`src/rtl/booth_seq_ctrl.sv`:
```
// booth_seq_ctrl: radix-2 Booth multiplier sequencer; define BOOTH_PERF_CNT_EN to add the perf_cycles latency counter
module booth_seq_ctrl #(
  parameter int N = 8
) (
  input  logic           clk,
  input  logic           rst,
  input  logic           req_valid,
  output logic           req_ready,
  input  logic [N-1:0]   req_a,
  input  logic [N-1:0]   req_b,
  output logic [N-1:0]   op_a,
  output logic [N-1:0]   op_b,
  output logic           dp_clr,
  output logic           load_a,
  output logic           load_b,
  output logic           load_add,
  output logic           shift,
  output logic           add_sub,
  input  logic [1:0]     q_lsb,
  input  logic [2*N-1:0] dp_y,
  output logic           res_valid,
  input  logic           res_ready,
`ifdef BOOTH_PERF_CNT_EN
  output logic [$clog2(2*N+5)-1:0] perf_cycles,
`endif
  output logic [2*N-1:0] res_data
);
  localparam int CW = $clog2(N) + 1;
  localparam logic [2:0] IDLE  = 3'd0;
  localparam logic [2:0] CLEAR = 3'd1;
  localparam logic [2:0] LOAD  = 3'd2;
  localparam logic [2:0] OP    = 3'd3;
  localparam logic [2:0] SHIFT = 3'd4;
  localparam logic [2:0] CAPT  = 3'd5;
  localparam logic [2:0] DONE  = 3'd6;
  logic [2:0]    state, nxt;
  logic [CW-1:0] cnt;
  logic          need_add, last;
  assign need_add = q_lsb[1] ^ q_lsb[0];
  assign last     = cnt == CW'(N - 1);
  always_comb begin
    req_ready = state == IDLE;
    dp_clr    = state == CLEAR;
    load_a    = state == LOAD;
    load_b    = state == LOAD;
    load_add  = state == OP && need_add;
    add_sub   = state == OP && q_lsb == 2'b01;
    shift     = state == SHIFT || (state == OP && !need_add);
    res_valid = state == DONE;
  end
  always_comb begin
    nxt = IDLE;
    case (state)
      IDLE:    nxt = req_valid ? CLEAR : IDLE;
      CLEAR:   nxt = LOAD;
      LOAD:    nxt = OP;
      OP:      nxt = need_add ? SHIFT : (last ? CAPT : OP);
      SHIFT:   nxt = last ? CAPT : OP;
      CAPT:    nxt = DONE;
      DONE:    nxt = res_ready ? IDLE : DONE;
      default: nxt = IDLE;
    endcase
  end
  always_ff @(posedge clk) begin
    if (rst) begin
      state    <= IDLE;
      cnt      <= '0;
      op_a     <= '0;
      op_b     <= '0;
      res_data <= '0;
    end else begin
      state <= nxt;
      cnt   <= dp_clr ? '0 : (shift ? cnt + CW'(1) : cnt);
      if (state == IDLE && req_valid) begin
        op_a <= req_a;
        op_b <= req_b;
      end
      if (state == CAPT) res_data <= dp_y;
    end
  end
`ifdef BOOTH_PERF_CNT_EN
  localparam int PW = $clog2(2*N+5);
  // Loading 1 on accept counts the accept cycle itself, so DONE reads the full latency
  always_ff @(posedge clk) begin
    if (rst) perf_cycles <= '0;
    else if (state == IDLE && req_valid) perf_cycles <= PW'(1);
    else if (state != IDLE && state != DONE) perf_cycles <= perf_cycles + PW'(1);
  end
`endif
endmodule

```
`config.mk`:
```
export PLATFORM = sky130hd
export DESIGN_NAME = booth_seq_ctrl
export DESIGN_NICKNAME = d
export VERILOG_FILES = /design/src/rtl/booth_seq_ctrl.sv
export SDC_FILE = /design/constraint.sdc
export NUM_CORES = 1
export LEC_CHECK = 0
export ABC_AREA = 1
export CAP_MARGIN = 25
export CORE_MARGIN = 2
export CORE_UTILIZATION = 43
export DETAILED_ROUTE_END_ITERATION = 6
export GPL_ROUTABILITY_DRIVEN = 1
export PLACE_DENSITY = 0.84
export SYNTH_ARGS = -nofsm -noshare
export SYNTH_HDL_FRONTEND = slang
export SYNTH_SLANG_ARGS = --single-unit
```
`constraint.sdc`:
```
create_clock -name clk -period 1.98 [get_ports clk]
set_input_delay 0.198 -clock clk [delete_from_list [all_inputs] [get_ports clk]]
set_output_delay 0.198 -clock clk [all_outputs]
set_load 0.05 [all_outputs]
```
==> summary.txt, run 1 <==
Status
  – Status: completed

Detailed routing
  – Total Wirelength: between 3000 and 4000 um
  – Drt initial violations: 80
  – Total iterations of the first detailed-routing run: 4
  – Vias: between 1500 and 2000
  – Routed len/inst: 11.40 um
  – Vias per cell: between 4 and 5
  – ANT nets after route: 0
  – DRC viols: 0

Critical path
  – Crit Path Category: flop to output port
  – Setup slack, reg-to-reg: just under 0.7 ns
  – Critical Path Sink Type: output port
  – Crit Path Max Fanout: 7
  – Worst path required time: 1.78 ns
  – Startpoint Class: flop
  – CP arrival: 1.45 ns

Global route
  – Global-route wire length before repair: 6389 um
  – Vias in the first global route: ~1500
  – Initial antenna violation count: 0
  – GRT Residual Overflow: 0
  – Global Route Usage Sum: 0.1897
  – Largest net degree at the start of global routing: 34

Layout
  – Nets: 328
  – Synth-to-Final Area Change: 57.31%
  – Register Area: around 780 sq um
  – Final Non-Filler Cells: around 340
  – Area occupied by multi-input gates: between 600 and 700 sq um
  – N_diodes: 0
  – Ratio of cells with drive above 1 in the final layout: 0.09689
  – # fillers: between 300 and 400

Yosys
  – Synth async-reset ratio: 0
  – Dominant cell type by area after synthesis: dfxtp_1
  – Synth top area share: 0.4826
  – Register bit total from synthesis: 39
  – Synth top area cells: dfxtp_1, a21oi_1, nand3_1, nand2_1, inv_1
  – Synth unique cells: 21
  – Synth Warn #: 0
  – Main flop type after synthesis: dfxtp_1
  – Post-synthesis cell count: about 210
  – Register area share after synthesis: 0.4826
  – Syn Std Cell Area: around 1600 sq um
  – Post-synth EDFFs: 0
  – Synth cell count leaders: dfxtp_1, a21oi_1, nand2_1, inv_1, nand3_1
  – Synthesized Nets: ~250
  – Syn_area_per_cell: between 7 and 8 sq um
  – Cell with the most instances after synthesis: dfxtp_1

STA
  – RSZ-0062 raised after global routing: false
  – Fin. Hold Viols: 0
  – Final TNS setup: 0 ns
  – Setup violators final: 0
  – Crit path time final: 1.652 ns
  – Slew @ Worst Pin: approximately 0.53 ns
  – Slew Viols, Final: 0
  – Slew Limit Headroom: 0.6453
  – Final worst clock skew: between 0.006 and 0.007 ns
  – Worst hold margin: between 0.4 and 0.5 ns
  – Crit share post-route: 0.8346
  – Max frequency: between 600 and 700 MHz

Floorplan
  – Core Footprint: 3633 sq um
  – FP Rows: 22
  – Die area: approximately 4300 sq um
  – Num ports: a little under 80
  – Chip width: 65.34 um
  – Starting density of the core: 0.4452
  – Die height: between 60 and 70 um

Pwr
  – VDD IR-drop max: ~0.55 mV
  – Leakage: approximately 0.00097 uW
  – Pwr dens: 793.7 nW/um^2

Clocking
  – Post-CTS Setup Bufs: 0
  – Post-CTS Hold Fix Bufs: 0
  – Clock Latency Late Sink: about 0.28 ns
  – Post-cts gate resize count: 0
  – Clock Tree Buf Depth: 2
  – Clock Sinks: 39
  – Clk root buf: clkbuf_8
  – Reg clk slew, reported paths: about 0.07 ns
  – CTS H-tree depth: 2
  – CTS tree: done
  – Num CTS Buffers: 5

Place
  – Detailed Place HPWL: between 2000 and 3000 um
  – PortBufs: between 70 and 80
  – Final Wtd Congestion: about 0.80
  – Dpl cells: ~330

Flow run
  – Max cap viols: 0

Worst hold path
  – Min-delay worst type: flop to flop
-- worst max-delay path: stages (launching register included) --
cell     delay, ns
dfxtp_1       0.50
nand2_1       0.11
nor2_2        0.15
inv_1         0.07
nor2_1        0.18
buf_12        0.17
-- cell families (layout without fill, tap and decap cells) --
logic type | Yosys count | after routing | synth area share
AND/OR/NAND/NOR | 76 | 76 | 0.2227
AO/OA/AOI/OAI | 54 | 54 | 0.1671
buffers and inverters | 41 | 117 | 0.1067
flip-flops | 39 | 39 | 0.4826
adder cells (fa/ha/maj) | 2 | 2 | 0.01547
XOR/XNOR | 1 | 1 | 0.005415
-- routing by layer --
metal	vias to the layer above	track usage	part of all wire
met5	-	0	0
met3	9	0.04795	0.077
met4	0	0.07813	0.023
met2	59	0.3061	0.45
met1	688	0.2414	0.45
li1	841	-	-
-- registers in the layout (all words and copies together) (netlist names) --
| name | flops |
|---|---|
| cnt | 4 |
| state | 3 |
| op_b | 8 |
| res_data | 16 |
| op_a | 8 |
-- power breakdown --
part	internal, uW	switching [uW]	total [uW]
logic	231	351	582
registers	827	37.4	865
clock network	317	256	573
total	1370	645	2020
-- cell type report --
class / count / share of cell area
clock buffers: 7 / 0.03786
repair buffers: 81 / 0.3265
well taps: 48 / 0.02360
inverters: 28 / 0.04130
multi-input cells: 133 / 0.2611
flip-flops and latches: 39 / 0.3068
clock inverters: 1 / 0.002950
-- placed cells by master, fill, tap and decap left out --
master	Yosys	layout
ha_1	2	2
inv_1	27	27
xor2_1	1	1
clkdlybuf4s50_1	0	69
nor2_1	9	9
nor2_2	2	2
clkbuf_8	0	7
o21ai_0	2	2
a21oi_1	37	37
dfxtp_1	39	39
nand3_2	2	2
clkinvlp_4	0	1
buf_12	0	4
nor3_4	1	1
nand3_1	26	26
nand4_1	1	1
nand2_4	1	1
inv_2	1	1
nand2_2	1	1
o21ai_1	15	15
buf_4	1	8
nand2_1	33	33
-- final timing paths --
kind                               endpoint  cells past startpoint        start
worst min register to register  res_data[3]                      2  res_data[3]
worst max register to register     state[0]                      5     state[2]
worst min-delay path            res_data[3]                      2  res_data[3]
worst max-delay path               load_add                      5     state[0]
-- through the flow --
stage	cell area, sq um	total power, uW	setup slack (ns)	util
after detailed placement	2441	1466	0.3841	0.6718
final	2545	2020	0.3275	0.7004
after CTS	2545	2049	0.3004	0.7004
after floorplan	1618	1245	0.4053	-
after global routing	2545	2126	0.1438	0.7004
after global placement	2441	1462	0.3951	0.6718
(Power assumes the default switching activity.)
==> inputs of run 2 (changes only) <==
--- a/config.mk
+++ b/config.mk
@@ -8,10 +8,10 @@
 export ABC_AREA = 1
 export CAP_MARGIN = 25
 export CORE_MARGIN = 2
-export CORE_UTILIZATION = 43
+export CORE_UTILIZATION = 40
 export DETAILED_ROUTE_END_ITERATION = 6
 export GPL_ROUTABILITY_DRIVEN = 1
-export PLACE_DENSITY = 0.84
+export PLACE_DENSITY = 0.79
 export SYNTH_ARGS = -nofsm -noshare
 export SYNTH_HDL_FRONTEND = slang
 export SYNTH_SLANG_ARGS = --single-unit
==> constraint.sdc (replaced) <==
create_clock -name clk -period 1.7 [get_ports clk]
set_input_delay 0.17 -clock clk [delete_from_list [all_inputs] [get_ports clk]]
set_output_delay 0.17 -clock clk [all_outputs]
set_load 0.05 [all_outputs]
==> run 2 against run 1 <==
- non-clock buffer count is 1 higher
- global-route usage is 0.48 points lower
- critical endpoint unchanged
- final cell count is 0.59% higher
- highest routed layer unchanged
- largest power group unchanged
==> summary.txt, run 2 (same netlist as run 1, synthesis figures left out) <==
Status
  – Status: completed

STA
  – Final worst clock skew: roughly 0.0032 ns
  – Max frequency: just over 600 MHz
  – Final TNS setup: 0 ns
  – Crit share post-route: 0.9548
  – Crit path time final: roughly 1.6 ns
  – Slew @ Worst Pin: between 0.5 and 0.6 ns
  – Slew Limit Headroom: 0.6563
  – RSZ-0062 raised after global routing: false
  – Slew Viols, Final: 0
  – Fin. Hold Viols: 0
  – Setup violators final: 0

Critical path
  – CP Buf/Inv Count: 2
  – Crit-path cells: nand2_1, nor2_2, inv_1, nor2_1, buf_12
  – Reg2Reg Depth: 4
  – Reg-to-Reg Start: state[2]
  – Worst path required time: roughly 1.5 ns
  – Critical Path Sink Type: output port
  – CP max stage delay: 0.49 ns
  – Setup slack, reg-to-reg: just over 0.3 ns
  – WP depth: 5
  – Startpoint Class: flop
  – Worst path top cell family by delay: flip-flops
  – CP arrival: 1.45 ns
  – Worst r2r dst: res_data[14]
  – CP max stage cell: dfxtp_1
  – Crit Path Max Fanout: 6
  – Crit Path Category: flop to output port

Detailed routing
  – Drt initial violations: 115
  – Total Wirelength: ~4000 um
  – Vias per cell: ~4.8
  – Total iterations of the first detailed-routing run: 4
  – DRC viols: 0
  – ANT nets after route: 0
  – Vias: ~1600
  – Routed len/inst: ~12 um

Floorplan
  – Starting density of the core: 0.4103
  – Core Footprint: 3943 sq um
  – Chip width: between 60 and 70 um
  – Num ports: slightly below 80
  – Die height: ~68 um
  – Die area: ~4600 sq um
  – FP Rows: 23

Clocking
  – Clock Tree Buf Depth: 2
  – Clock Sinks: 39
  – CTS H-tree depth: 2
  – Clk root buf: clkbuf_8
  – Num CTS Buffers: 5
  – Reg clk slew, reported paths: roughly 0.07 ns
  – Post-CTS Setup Bufs: 0
  – Post-CTS Hold Fix Bufs: 0
  – Clock Latency Late Sink: about 0.29 ns
  – CTS tree: done

Global route
  – Global-route wire length before repair: approximately 6300 um
  – Met3 Use GR: 0.06333
  – Busiest grt layer: met2
  – GR Util met1: 0.2238
  – Met2 Usage GRT: 0.2904
  – Vias in the first global route: 1387
  – GRT Residual Overflow: 0
  – Largest net degree at the start of global routing: 20
  – Initial antenna violation count: 0
  – Global Route Usage Sum: 0.1848

Worst hold path
  – Min-delay src: res_data[15]
  – Min-delay worst type: flop to flop
  – Hold Path Cell Cnt: 2
  – Worst Hold Path EP: res_data[15]

Place
  – Final Wtd Congestion: 0.8300
  – Detailed Place HPWL: 2954 um
  – Dpl cells: 332
  – PortBufs: 77

Layout
  – Top reg by flops: res_data
  – N_diodes: 0
  – Commonest non-fill, non-tap cell in the layout: clkdlybuf4s50_1
  – Ratio of cells with drive above 1 in the final layout: 0.09689
  – Max reg flops: 16
  – Nets: between 300 and 400
  – Synth-to-Final Area Change: 61.02%
  – Most frequent cells in the layout: clkdlybuf4s50_1, dfxtp_1, a21oi_1
  – Top Registers: res_data (16), op_a (8), op_b (8)
  – Final Non-Filler Cells: 339

Pwr
  – Leakage: approximately 0.001 uW
  – VDD IR-drop max: ~0.48 mV
  – Pwr dens: ~950 nW/um^2

Flow run
  – Max cap viols: 0
## run 2: cell count changes in the layout (fill, tap and decap cells not counted), sizes merged
cell      delta
clkbuf       -1
clkinvlp     -1
bufinv       +1
buf          +1
## run 2: metal layers
metal,wire [um],vias up
li1,-,843
met1,1785,710
met2,1783,58
met3,404,8
met4,70,0
met5,0,-
## run 2: worst register-to-register path, cell delays in order (launching register included)
cell and delay (ns):
dfxtp_1 0.51, nand3_2 0.31, buf_4 0.27, o21ai_1 0.13, a21oi_1 0.06
## run 2: area by class of cell
class | instances | area, sq um
timing repair buffer | 82 | 888.4
clock buffer | 6 | 72.57
fill | 324 | 1338
inverter | 28 | 105.1
multi-input combinational | 133 | 664.4
sequential | 39 | 782.0
clock inverter | 1 | 30.03
tap | 50 | 62.56
## run 2: through the flow
step	cell area, sq um	hold WS, ns	worst slack [ns]	power (uW)	util
after detailed placement	2501	0.4385	0.1365	1751	0.6344
final	2605	0.4459	0.07685	2462	0.6607
after global routing	2605	0.4503	0.003756	2568	0.6607
after global placement	2501	0.4322	0.1682	1744	0.6344
after floorplan	1618	0.3303	0.1533	1450	-
after CTS	2604	0.4419	0.01746	2485	0.6604
## run 2: how the worst max path moves through the flow
stage                         from        to  slack [ns]
after detailed placement  q_lsb[1]     shift        0.14
after CTS                 state[0]  load_add        0.02
after floorplan           state[1]   add_sub        0.15
final                     state[1]  load_add        0.08
after global routing      state[1]  load_add       0.004
after global placement    q_lsb[1]     shift        0.17
## run 2: repair_timing
item                                    CTS  global route
resized for setup                         0             1
hold endpoints to repair                  0             0
endpoints found under the setup margin    0             3
## run 2: where the power goes
| group | total [uW] | switching [uW] | internal [uW] | leakage [uW] |
|---|---|---|---|---|
| Clock | 735 | 305 | 430 | 0.0000513 |
| Sequential | 1010 | 42.4 | 965 | 0.000317 |
| Combinational | 720 | 421 | 299 | 0.000618 |
| Total | 2460 | 768 | 1690 | 0.000987 |
==> inputs of run 3 (changes only) <==
--- a/config.mk
+++ b/config.mk
@@ -8,10 +8,10 @@
 export ABC_AREA = 1
 export CAP_MARGIN = 25
 export CORE_MARGIN = 2
-export CORE_UTILIZATION = 40
+export CORE_UTILIZATION = 36
 export DETAILED_ROUTE_END_ITERATION = 6
 export GPL_ROUTABILITY_DRIVEN = 1
-export PLACE_DENSITY = 0.79
+export PLACE_DENSITY = 0.75
 export SYNTH_ARGS = -nofsm -noshare
 export SYNTH_HDL_FRONTEND = slang
 export SYNTH_SLANG_ARGS = --single-unit
==> constraint.sdc (replaced) <==
create_clock -name clk -period 1.3 [get_ports clk]
set_input_delay 0.13 -clock clk [delete_from_list [all_inputs] [get_ports clk]]
set_output_delay 0.13 -clock clk [all_outputs]
set_load 0.05 [all_outputs]
==> run 3 against run 2 <==
- the run now ends with setup timing left
- final cell count increased by 4.7%
- sequential share of layout area decreased by 4.8 points
- total power increased by 37%
- critical path depth unchanged
- hold slack got worse by 0.036 ns
- core utilization increased by 6.2 points
==> summary.txt, run 3 (same netlist as run 1, synthesis figures left out) <==
Layout
  – Max reg flops: 16
  – Ratio of cells with drive above 1 in the final layout: 0.2937
  – Top Registers: res_data (16), op_a (8), op_b (8)
  – N_diodes: 0
  – Most frequent cells in the layout: buf_12, a21oi_1, dfxtp_1, clkdlybuf4s50_1, nand2_1
  – Commonest non-fill, non-tap cell in the layout: buf_12
  – Synth-to-Final Area Change: 94.43%
  – Top reg by flops: res_data
  – Nets: ~340
  – # fillers: roughly 300
  – Final Instance Area: around 3100 sq um
  – Utilization after layout: 0.7224

Critical path
  – Crit Path Category: flop to output port
  – Worst path required time: ~1.2 ns
  – Critical Path Sink Type: output port
  – Startpoint Class: flop
  – CP arrival: ~1.3 ns
  – Crit Path Max Fanout: 5

Worst hold path
  – Min-delay worst type: input port to flop

Pwr
  – Switching share of power: 0.3314
  – Internal power: ~2300 uW
  – Leakage: ~0.0012 uW
  – Pwr dens: approximately 1100 nW/um^2
  – Sw Pwr: 1117 uW
  – Comb pwr share: 0.366
  – VDD IR-drop max: between 0.6 and 0.7 mV
  – Clock power share: 0.232
  – Sequential share of power: 0.401

Place
  – PortBufs: 77
  – Detailed Place HPWL: between 3000 and 4000 um
  – Final Wtd Congestion: 0.7879
  – Setup WS pre-CTS: -0.1701 ns
  – Placed Area: about 2900 sq um

Detailed routing
  – Routed len/inst: 12.82 um
  – WL met3: ~370 um
  – DRC viols: 0
  – Drt initial violations: 74
  – Vias per cell: between 4 and 5
  – Vias: about 1700
  – Met2 WL: between 2000 and 2500 um
  – ANT nets after route: 0
  – Total Wirelength: 4552 um
  – Total iterations of the first detailed-routing run: 4
  – Met1 Wirelength: approximately 1900 um
  – Max Used Layer: met4

Clocking
  – Clock Latency Late Sink: slightly below 0.3 ns
  – Reg clk slew, reported paths: around 0.07 ns
  – Clock Tree Buf Depth: 2
  – CTS H-tree depth: 2
  – Num CTS Buffers: 5
  – Clock Sinks: 39
  – Clk root buf: clkbuf_8
  – CTS tree: done

STA
  – RSZ-0062 raised after global routing: true
  – Slew @ Worst Pin: about 0.22 ns
  – Fin. Hold Viols: 0
  – Crit share post-route: 1.060
  – Slew Viols, Final: 0
  – Max frequency: between 700 and 800 MHz
  – Worst setup margin: -0.07827 ns
  – Final worst clock skew: 0.002384 ns
  – Crit path time final: between 1 and 1.5 ns
  – Slew Limit Headroom: 0.8533
  – Setup violators final: 7

Status
  – Status: complete, but fails checks
  – Failing checks: setup timing

Floorplan
  – Num ports: 78
  – Starting density of the core: 0.3716
  – Die area: just over 5000 sq um
  – Die height: 71.04 um
  – Core Footprint: between 4000 and 5000 sq um
  – Chip width: approximately 70 um
  – FP Rows: 24

Flow run
  – Max cap viols: 0

Global route
  – Global Route Usage Sum: 0.1801
  – Vias in the first global route: around 1600
  – Global-route wire length before repair: roughly 7300 um
  – Initial antenna violation count: 0
  – Largest net degree at the start of global routing: 29
  – GRT Residual Overflow: 0
[run 3: layout make-up]
type,count,area (sq um),share of cell area
sequential,39,792.0,0.2518
clock buffer,6,72.57,0.02307
tap,52,65.06,0.02068
timing repair buffer,95,1351,0.4296
inverter,28,108.9,0.03461
multi-input combinational,133,743.2,0.2363
clock inverter,2,12.51,0.003978
[run 3: stage by stage]
step	hold slack, ns	power, uW	std cells	TNS (ns)
detailed placement	0.4735	2478	339	-1.227
CTS	0.3994	3362	354	-0.5167
finish	0.4103	3372	355	-0.3504
floorplan	0.2903	1905	213	-0.4658
global route	0.4016	3533	355	-1.215
global placement	0.4676	2464	339	-0.9288
[run 3: final timing paths]
path,startpoint,to,slack [ns],cells after the start
worst min register to register,res_data[14],res_data[14],0.48,2
worst max register to register,state[2],op_b[0],0.03,6
worst min-delay path,req_b[7],op_b[7],0.41,3
worst max-delay path,state[1],load_add,-0.08,5
[run 3: what timing repair did]
action	in CTS	in global routing
setup buffers	7	1
resized for setup	24	11
gates cloned	0	0
hold buffers	0	0
pin swaps	7	8
endpoints found under the setup margin	8	26
[run 3: per-layer routing]
layer | up-vias | global-route usage
met5 | - | 0
met4 | 0 | 0.09015
met3 | 11 | 0.06553
met2 | 69 | 0.2835
met1 | 769 | 0.2173
li1 | 875 | -
[run 3: power by group through the flow]
stage / logic, uW / clock network (uW) / registers [uW]
2_1_floorplan: 399 / 0 / 1510
3_3_place_gp: 1100 / 0 / 1360
3_5_place_dp: 1110 / 0 / 1370
4_1_cts: 1200 / 814 / 1350
5_1_grt: 1300 / 867 / 1360
6_report: 1240 / 783 / 1350
[run 3: critical path, cell delays in order, from the launching register on]
cell and delay, ns:
dfxtp_4 0.41, nand2_4 0.07, nor2_4 0.14, inv_2 0.08, nor2_4 0.11, buf_12 0.14
